`src/rtl/load_store_unit_if.sv`:
```
// load_store_unit_if: bundles the request/response handshake and the data-memory bus of the LSU.
//   req_*      : execute-stage request (valid/ready handshake, store flag, funct3, byte address, store data)
//   resp_*     : one-cycle response pulse with extended load data and error flag
//   mem_*      : synchronous data-memory port (enable, word address, write data, store enable, read data)
//   modport slave  : the load/store unit itself
//   modport master : its environment (execute stage plus data memory)
interface load_store_unit_if #(
    parameter int MEM_ADDR_W = 11
);
    logic                  req_valid;
    logic                  req_ready;
    logic                  req_we;
    logic [2:0]            req_funct3;
    logic [31:0]           req_addr;
    logic [31:0]           req_wdata;
    logic                  resp_valid;
    logic [31:0]           resp_rdata;
    logic                  resp_error;
    logic                  mem_enable;
    logic [MEM_ADDR_W-1:0] mem_addr;
    logic [31:0]           mem_wdata;
    logic                  mem_store_enable;
    logic [31:0]           mem_rdata;

    modport slave (
        input  req_valid, req_we, req_funct3, req_addr, req_wdata, mem_rdata,
        output req_ready, resp_valid, resp_rdata, resp_error,
        output mem_enable, mem_addr, mem_wdata, mem_store_enable
    );

    modport master (
        output req_valid, req_we, req_funct3, req_addr, req_wdata, mem_rdata,
        input  req_ready, resp_valid, resp_rdata, resp_error,
        input  mem_enable, mem_addr, mem_wdata, mem_store_enable
    );
endinterface

```
`src/rtl/load_store_unit.sv`:
```
// load_store_unit: RV32I load/store initiator for a word-wide synchronous data memory.
//   clk   : rising-edge clock
//   reset : synchronous active-high reset; also gates the memory enables off combinationally
//   bus   : load_store_unit_if.slave carrying the request/response handshake and the memory port
// Sub-word stores are done as read-modify-write since the memory only writes whole words.
module load_store_unit #(
    parameter int MEM_ADDR_W = 11
) (
    input logic              clk,
    input logic              reset,
    load_store_unit_if.slave bus
);
    localparam int AW = MEM_ADDR_W + 2;

    typedef enum logic [2:0] {IDLE, ISSUE, DATA, WRITE, RESP} state_t;

    state_t          state, state_nx;
    logic            we_q;
    logic [2:0]      f3_q;
    logic [AW-1:0]   addr_q;
    logic [31:0]     wdata_q;
    logic [31:0]     rdata_q;
    logic            err_q;
    logic            accept, bad, en, st, is_sw;
    logic [7:0]      byte_v;
    logic [15:0]     half_v;
    logic [31:0]     load_v, mask, fill, merged;

    assign accept = bus.req_valid && state == IDLE;
    assign is_sw  = we_q && f3_q[1];

    // Illegal funct3 or misalignment is decided on the raw request, before capture.
    always_comb begin
        bad = bus.req_we ? bus.req_funct3 > 3'd2
                         : !(bus.req_funct3 inside {3'd0, 3'd1, 3'd2, 3'd4, 3'd5});
        bad = bad || (bus.req_funct3[1:0] == 2'd1 && bus.req_addr[0])
                  || (bus.req_funct3[1:0] == 2'd2 && bus.req_addr[1:0] != 2'b00);
    end

    // Lane extraction for loads and lane merge for sub-word stores; funct3[2] selects zero-extension.
    always_comb begin
        byte_v = 8'(bus.mem_rdata >> {addr_q[1:0], 3'b000});
        half_v = addr_q[1] ? bus.mem_rdata[31:16] : bus.mem_rdata[15:0];
        load_v = f3_q[1] ? bus.mem_rdata
               : f3_q[0] ? {{16{~f3_q[2] & half_v[15]}}, half_v}
               : {{24{~f3_q[2] & byte_v[7]}}, byte_v};
        mask   = f3_q[0] ? 32'h0000_FFFF << {addr_q[1], 4'b0000}
                         : 32'h0000_00FF << {addr_q[1:0], 3'b000};
        fill   = f3_q[0] ? {2{wdata_q[15:0]}} : {4{wdata_q[7:0]}};
        merged = (bus.mem_rdata & ~mask) | (fill & mask);
    end

    always_comb begin
        state_nx = state;
        en       = 1'b0;
        st       = 1'b0;
        case (state)
            IDLE:    state_nx = accept ? (bad ? RESP : ISSUE) : IDLE;
            ISSUE: begin
                en       = 1'b1;
                st       = is_sw;
                state_nx = is_sw ? RESP : DATA;
            end
            DATA:    state_nx = we_q ? WRITE : RESP;
            WRITE: begin
                en       = 1'b1;
                st       = 1'b1;
                state_nx = RESP;
            end
            default: state_nx = IDLE;
        endcase
    end

    // Reset masks the strobes so a write in flight is never committed.
    assign bus.mem_enable       = en && !reset;
    assign bus.mem_store_enable = st && !reset;
    assign bus.mem_addr         = (en && !reset) ? addr_q[AW-1:2] : '0;
    assign bus.mem_wdata        = (st && !reset) ? wdata_q : '0;
    assign bus.req_ready        = state == IDLE;
    assign bus.resp_valid       = state == RESP;
    assign bus.resp_rdata       = rdata_q;
    assign bus.resp_error       = err_q;

    always_ff @(posedge clk) begin
        if (reset) begin
            state   <= IDLE;
            we_q    <= 1'b0;
            f3_q    <= '0;
            addr_q  <= '0;
            wdata_q <= '0;
            rdata_q <= '0;
            err_q   <= 1'b0;
        end else begin
            state <= state_nx;
            if (accept) begin
                we_q    <= bus.req_we;
                f3_q    <= bus.req_funct3;
                addr_q  <= bus.req_addr[AW-1:0];
                wdata_q <= bus.req_wdata;
                if (bad) begin
                    err_q   <= 1'b1;
                    rdata_q <= '0;
                end
            end
            if ((state == ISSUE && is_sw) || state == WRITE) begin
                err_q   <= 1'b0;
                rdata_q <= '0;
            end
            // The merged word reuses the store-data register for the WRITE cycle.
            if (state == DATA && we_q) wdata_q <= merged;
            if (state == DATA && !we_q) begin
                rdata_q <= load_v;
                err_q   <= 1'b0;
            end
        end
    end
endmodule
```
`src/flat_wrapper.sv`:
```
// flat-port wrapper written by rule: the top's interface ports become plain ports
module load_store_unit_flat 
#(
    parameter int MEM_ADDR_W = 11
)
  (clk, reset, bus_req_valid, bus_req_we, bus_req_funct3, bus_req_addr, bus_req_wdata, bus_mem_rdata, bus_req_ready, bus_resp_valid, bus_resp_rdata, bus_resp_error, bus_mem_enable, bus_mem_addr, bus_mem_wdata, bus_mem_store_enable);
  load_store_unit_if #(.MEM_ADDR_W(MEM_ADDR_W)) bus_i ();
  input logic clk;
  input logic reset;
  input wire logic [$bits(bus_i.req_valid)-1:0] bus_req_valid;
  input wire logic [$bits(bus_i.req_we)-1:0] bus_req_we;
  input wire logic [$bits(bus_i.req_funct3)-1:0] bus_req_funct3;
  input wire logic [$bits(bus_i.req_addr)-1:0] bus_req_addr;
  input wire logic [$bits(bus_i.req_wdata)-1:0] bus_req_wdata;
  input wire logic [$bits(bus_i.mem_rdata)-1:0] bus_mem_rdata;
  output wire logic [$bits(bus_i.req_ready)-1:0] bus_req_ready;
  output wire logic [$bits(bus_i.resp_valid)-1:0] bus_resp_valid;
  output wire logic [$bits(bus_i.resp_rdata)-1:0] bus_resp_rdata;
  output wire logic [$bits(bus_i.resp_error)-1:0] bus_resp_error;
  output wire logic [$bits(bus_i.mem_enable)-1:0] bus_mem_enable;
  output wire logic [$bits(bus_i.mem_addr)-1:0] bus_mem_addr;
  output wire logic [$bits(bus_i.mem_wdata)-1:0] bus_mem_wdata;
  output wire logic [$bits(bus_i.mem_store_enable)-1:0] bus_mem_store_enable;
  assign bus_i.req_valid = bus_req_valid;
  assign bus_i.req_we = bus_req_we;
  assign bus_i.req_funct3 = bus_req_funct3;
  assign bus_i.req_addr = bus_req_addr;
  assign bus_i.req_wdata = bus_req_wdata;
  assign bus_i.mem_rdata = bus_mem_rdata;
  assign bus_req_ready = bus_i.req_ready;
  assign bus_resp_valid = bus_i.resp_valid;
  assign bus_resp_rdata = bus_i.resp_rdata;
  assign bus_resp_error = bus_i.resp_error;
  assign bus_mem_enable = bus_i.mem_enable;
  assign bus_mem_addr = bus_i.mem_addr;
  assign bus_mem_wdata = bus_i.mem_wdata;
  assign bus_mem_store_enable = bus_i.mem_store_enable;
  load_store_unit #(.MEM_ADDR_W(MEM_ADDR_W)) u_core (.clk(clk), .reset(reset), .bus(bus_i));
endmodule
```
`config.mk`:
```
export PLATFORM = sky130hd
export DESIGN_NAME = load_store_unit_flat
export DESIGN_NICKNAME = d
export VERILOG_FILES = /design/src/rtl/load_store_unit_if.sv /design/src/rtl/load_store_unit.sv /design/src/flat_wrapper.sv
export SDC_FILE = /design/constraint.sdc
export NUM_CORES = 1
export LEC_CHECK = 0
export ABC_AREA = 0
export ABC_CLOCK_PERIOD_IN_PS = 2200
export CAP_MARGIN = 15
export CORE_AREA = 5 5 103 114
export CTS_CLUSTER_DIAMETER = 150
export CTS_CLUSTER_SIZE = 28
export DETAILED_ROUTE_END_ITERATION = 6
export DIE_AREA = 0 0 108 119
export GPL_TIMING_DRIVEN = 0
export PLACE_DENSITY = 0.77
export SKIP_LAST_GASP = 1
export SLEW_MARGIN = 20
export SYNTH_ARGS = -nofsm -noshare
export SYNTH_HDL_FRONTEND = slang
export SYNTH_SLANG_ARGS = --single-unit
export TNS_END_PERCENT = 10
```
`constraint.sdc`:
```
create_clock -name clk -period 2.2 [get_ports clk]
set_clock_uncertainty 0.05 [all_clocks]
set_input_delay 0.22 -clock clk [delete_from_list [all_inputs] [get_ports clk]]
set_output_delay 0.22 -clock clk [all_outputs]
set_load 0.03 [all_outputs]
```
# After elaboration in Yosys (flattened, before gate mapping)
# Cells that the tools add are included.
# word_totals
register_bits	85
inputBits	103
rom_bits	0
ramBits	0
n_memories	0
latch_bits	0
# op_classes
bitwise_logic	7
multipliers	0
order_cmp	1
eq_ne	10
n_reduce_logical	26
n_addsub	0
n_shift	3
n_mux	21
div_mod_pow	0
# op_table
operator	n
$mux 32	11
$and 32x32->32	2
$not 32->32	1
$or 32x32->32	1
$shl 16x5->32 const A	1
$shl 8x5->32 const A	1
$shr 32x5->8	1
$mux 16	1
$mux 3	4
$pmux 3 s4	1
$mux 11	1
$eq 3x2->1 const B	3
$eq 3x3->1 const B	3
$logic_and 1x1->1	9
$eq 3x1->1 const B	2
$logic_not 3->1	2
$reduce_bool 3->1	2
$reduce_bool 5->1	1
$reduce_and 2->1	2
$reduce_bool 2->1	2
$gt 3x2->1 const B	1
$logic_not 1->1	3
$logic_or 1x1->1	3
$reduce_or 3->1	1
7 further kinds	9

# Logic depth before layout (Yosys ltp)
# logic_depth
ltp_word	10
depth_mapped	8
mapped_depth_nobuf	4

# Least setup slack after synthesis
# No wires, ideal clock.
# synth_path
kind	register to register
startpoint	reg u_core.state[1]
endpoint	reg u_core.wdata_q[15]
path_stages_with_launch	7
slack_ps	-24
required_ps	2013
arrival_ps	2036
period_less_slack_ps	2224
path_buffers	2
cell_sequence	dfxtp_1 > buf_2 > nor3_1 > nand2_1 > clkbuf_1 > a211oi_1 > a211oi_1
# synth_between
elab_chain_len	3
word_cells_on_any_way	6
classes_between	eq/ne: 1; mux: 1; reduce/logical: 4
# synth_rtl
element	line_no	source
start, declared	load_store_unit.sv:17	state_t state, state_nx;
start signal, assigned	load_store_unit.sv:94	state <= state_nx;
$logic_not 3->1	-	
via bus_req_ready	flat_wrapper.sv:16	output wire logic [$bits(bus_i.req_ready)-1:0] bus_req_ready;
$logic_and 1x1->1	load_store_unit.sv:29	assign accept = bus.req_valid && state == IDLE;
$reduce_bool 2->1 (no line)	-	
end signal, assigned	load_store_unit.sv:99	wdata_q <= bus.req_wdata;
end signal, assigned	load_store_unit.sv:110	if (state == DATA && we_q) wdata_q <= merged;
end, declared	load_store_unit.sv:21	logic [31:0] wdata_q;
# The timed path passes the listed nets, and every way through them passes these cells.
# A chain may end at the register's enable or synchronous reset.

# Final worst setup path
# layout_path
startpoint	reg u_core.state[2]
endpoint	out bus_mem_wdata[14]
# layout_between
elab_chain_len	4
word_cells_on_any_way	5
classes_between	eq/ne: 2; mux: 2; reduce/logical: 1
# layout_rtl
element	line_no	source
$eq 3x2->1 or $eq 3x1->1 (tied branches)	load_store_unit.sv:57	case (state)
$pmux 1 s2 *	load_store_unit.sv:57	
$logic_and 1x1->1 *	load_store_unit.sv:78	assign bus.mem_wdata = (st && !reset) ? wdata_q : '0;
$mux 32 *	load_store_unit.sv:78	
end, declared	flat_wrapper.sv:22	output wire logic [$bits(bus_i.mem_wdata)-1:0] bus_mem_wdata;
# Every way passes the cells marked *; elsewhere a longest branch is shown, timed or not.

==> reports/results.tsv <==
stage	metric	value	unit
status	outcome	complete, but fails checks	
status	violations	setup timing	
clock_network	cts_made_buffers	9	
synth	synth_seq_cells	85	
flow_run	maxCapViolations	0	
synth	synth_largest_area_cell	dfxtp_1	
clock_network	hold_buffers	0	
min_path	min-delay-start	bus_req_addr[11]	
global_routing	track_usage	0.278	
global_routing	grt_pass1_wl	27.8	mm
worst_setup_path	startpoint_type	flop	
power_and_ir_drop	p_per_area	623	nW/µm²
synth	synthArstFlopShare	0	
layout	syn2layout_area_growth	47.4	%
placed_design	place_congestion	0.922	
worst_setup_path	cp-startpoint	u_core.state[2]$_SDFF_PP0_	
synth	syn_avg_cell_area	8.61	µm²
clock_network	path_clk_slew	0.07	ns
synth	yosysWarnings	0	
layout	final_cell_mix	117 x clkdlybuf4s50_1, 85 x dfxtp_1, 47 x nand2_1	
synth	synth_edf_count	0	
timing	worst_pin_slew	0.869	ns
floorplanning	die_h	119	µm
power_and_ir_drop	finalPower	4.12	mW
clock_network	htree_levels	3	
worst_setup_path	arrival	2.13	ns
worst_setup_path	crit_fanout	10	
global_routing	grt_overflow	0	
detailed_routing	ant_nets	0	
timing	setup-violations-final	39	
floorplanning	die_w	108	µm
layout	layout_commonest_cell	clkdlybuf4s50_1	
worst_setup_path	required	1.93	ns
detailed_routing	via_count	4980	
synth	synth_area	4480	µm²
synth	ys_types	47	
timing	setup_slack	-0.200	ns
synth	synth-main-ff-cell	dfxtp_1	
worst_setup_path	critPathKind	reg -> out	
power_and_ir_drop	vdd_drop_max	0.339	mV
synth	syn_nets	624	
timing	fin_crit_sh	1.09	
timing	fmax	417	MHz
placed_design	place.port_buffers	163	
timing	period_minus_slack	2.40	ns
timing	drv_slew	0	
worst_setup_path	crit-reg2reg-launch	u_core.state[1]$_SDFF_PP0_	
layout	drive_gt1_frac	0.0910	
power_and_ir_drop	leakagePower	2.64	nW
clock_network	clk_root_buffer_cell	clkbuf_16	
synth	yosysSeqAreaShare	0.379	
synth	synth_area_leaders	dfxtp_1 38%, a211oi_1 6.7%, nand2_1 3.9%, a221o_1 3.8%, mux2i_1 3.8%	
timing	relSlewSlack	0.416	
floorplanning	rows	39	
clock_network	clockBufferDepth	2	
timing	rsz0062_at_grt	true	
timing	whs	0.368	ns
clock_network	clk_latency	0.34	ns
global_routing	antenna_found_initial	0	
placed_design	hpwl	14.2	mm
floorplanning	initial_utilization	0.433	
timing	finalSetupTns	-5.53	ns
global_routing	grt_max_degree	17	
detailed_routing	drt_first_iter_violations	343	
synth	synth_cells	521	
detailed_routing	first_pass_iters	6	
synth	synth_top_area_share	0.379	
detailed_routing	via_per_inst	5.89	
detailed_routing	routed_wirelength	18.3	mm
floorplanning	design.core.area	10300	µm²
layout	antennaDiodeCount	0	
floorplanning	io_pins	183	
clock_network	clock_sinks	85	
timing	final_hold_viol_count	0	
floorplanning	die-area	12900	µm²
min_path	hold_class	in -> reg	
global_routing	grt_pass1_vias	4959	
detailed_routing	route.detailed.drc	0	
layout	layout.nets	801	
worst_setup_path	cp-end-kind	primary output	
clock_network	cts_tree	done	
detailed_routing	wl_per_cell	21.6	µm
path summary, 6_finish.rpt:
check / end / slack, ns / cells past startpoint
max: bus_mem_wdata[14] / -0.20 / 7
min: u_core.addr_q[11]$_SDFFE_PP0P_ / 0.37 / 3
max reg2reg: u_core.wdata_q[31]$_SDFFE_PP0P_ / 0.01 / 5
min reg2reg: u_core.addr_q[11]$_SDFFE_PP0P_ / 0.40 / 2
where the power goes:
group	internal, mW	switching (mW)	leakage (nW)
registers	1.62	0.0688	0.694
logic	0.367	0.474	1.80
clock network	0.899	0.690	0.149
total	2.89	1.23	2.64
timing repair:
action | CTS | global route
setup endpoints to repair | 65 | 111
setup buffers | 1 | 3
pin swaps | 0 | 2
resized for setup | 80 | 17
hold endpoints to repair | 0 | 0
synth_stat cells (5+ instances only):
cell	n
nand3b_1	7
a221oi_1	8
nor4_1	8
a311oi_1	8
dfxtp_1	85
nor2b_1	23
and2_1	20
nor2_1	18
mux2i_1	17
a211oi_1	40
clkbuf_1	36
inv_1	10
a221o_1	17
nor3_1	12
o2bb2ai_1	16
buf_2	5
nand2_1	47
o22ai_1	16
nand3_1	10
nand2b_1	10
and3_1	25
a21oi_1	29
o221ai_1	7
o21ai_0	9
a32o_1	8
layer usage:
layer	vias up	track usage	part of all wire
met3	31	0.0465	0.054
met4	0	0.0773	0.020
met5	-	0	0
met2	208	0.479	0.51
li1	2315	-	-
met1	2426	0.356	0.42
final cells by class:
type | instances | area [µm²]
buffer | 50 | 256
clock inverter | 7 | 80.1
timing repair buffer | 167 | 1600
sequential | 85 | 1700
inverter | 12 | 45.0
fill | 952 | 3730
multi-input combinational | 373 | 2530
tap | 143 | 179
clock buffer | 9 | 225
registers in the layout, indices dropped and copies added (netlist names), named ones only:
name	flops
u_core.wdata_q	24
u_core.we_q	1
u_core.addr_q	13
u_core.bus.resp_error	1
u_core.state	3
u_core.bus.resp_rdata	32
u_core.f3_q	3
worst max-delay path, stage by stage, from the launching register on:
cell and delay, ns:
dfxtp_1 0.31, buf_6 0.13, or2_1 0.21, buf_6 0.14
nor2_4 0.21, clkbuf_2 0.23, and3_1 0.16, dlygate4sd2_1 0.40
per-stage QoR:
step | setup slack, ns | util | area (µm²) | std cells
2_1_floorplan | 0.0259 | - | 4490 | 521
3_3_place_gp | -1.07 | 0.609 | 6300 | 827
3_5_place_dp | -1.07 | 0.609 | 6300 | 827
4_1_cts | -0.274 | 0.636 | 6580 | 844
5_1_grt | -0.292 | 0.639 | 6610 | 846
6_report | -0.200 | 0.639 | 6610 | 846
logic make-up (layout without fill, tap and decap cells):
family	after synthesis	after routing	synth area share
simple gates	190	190	0.239
flops	85	85	0.379
buf+inv	63	245	0.0628
compound gates	164	164	0.276
mux	19	19	0.0430
(Power assumes the default switching activity.)
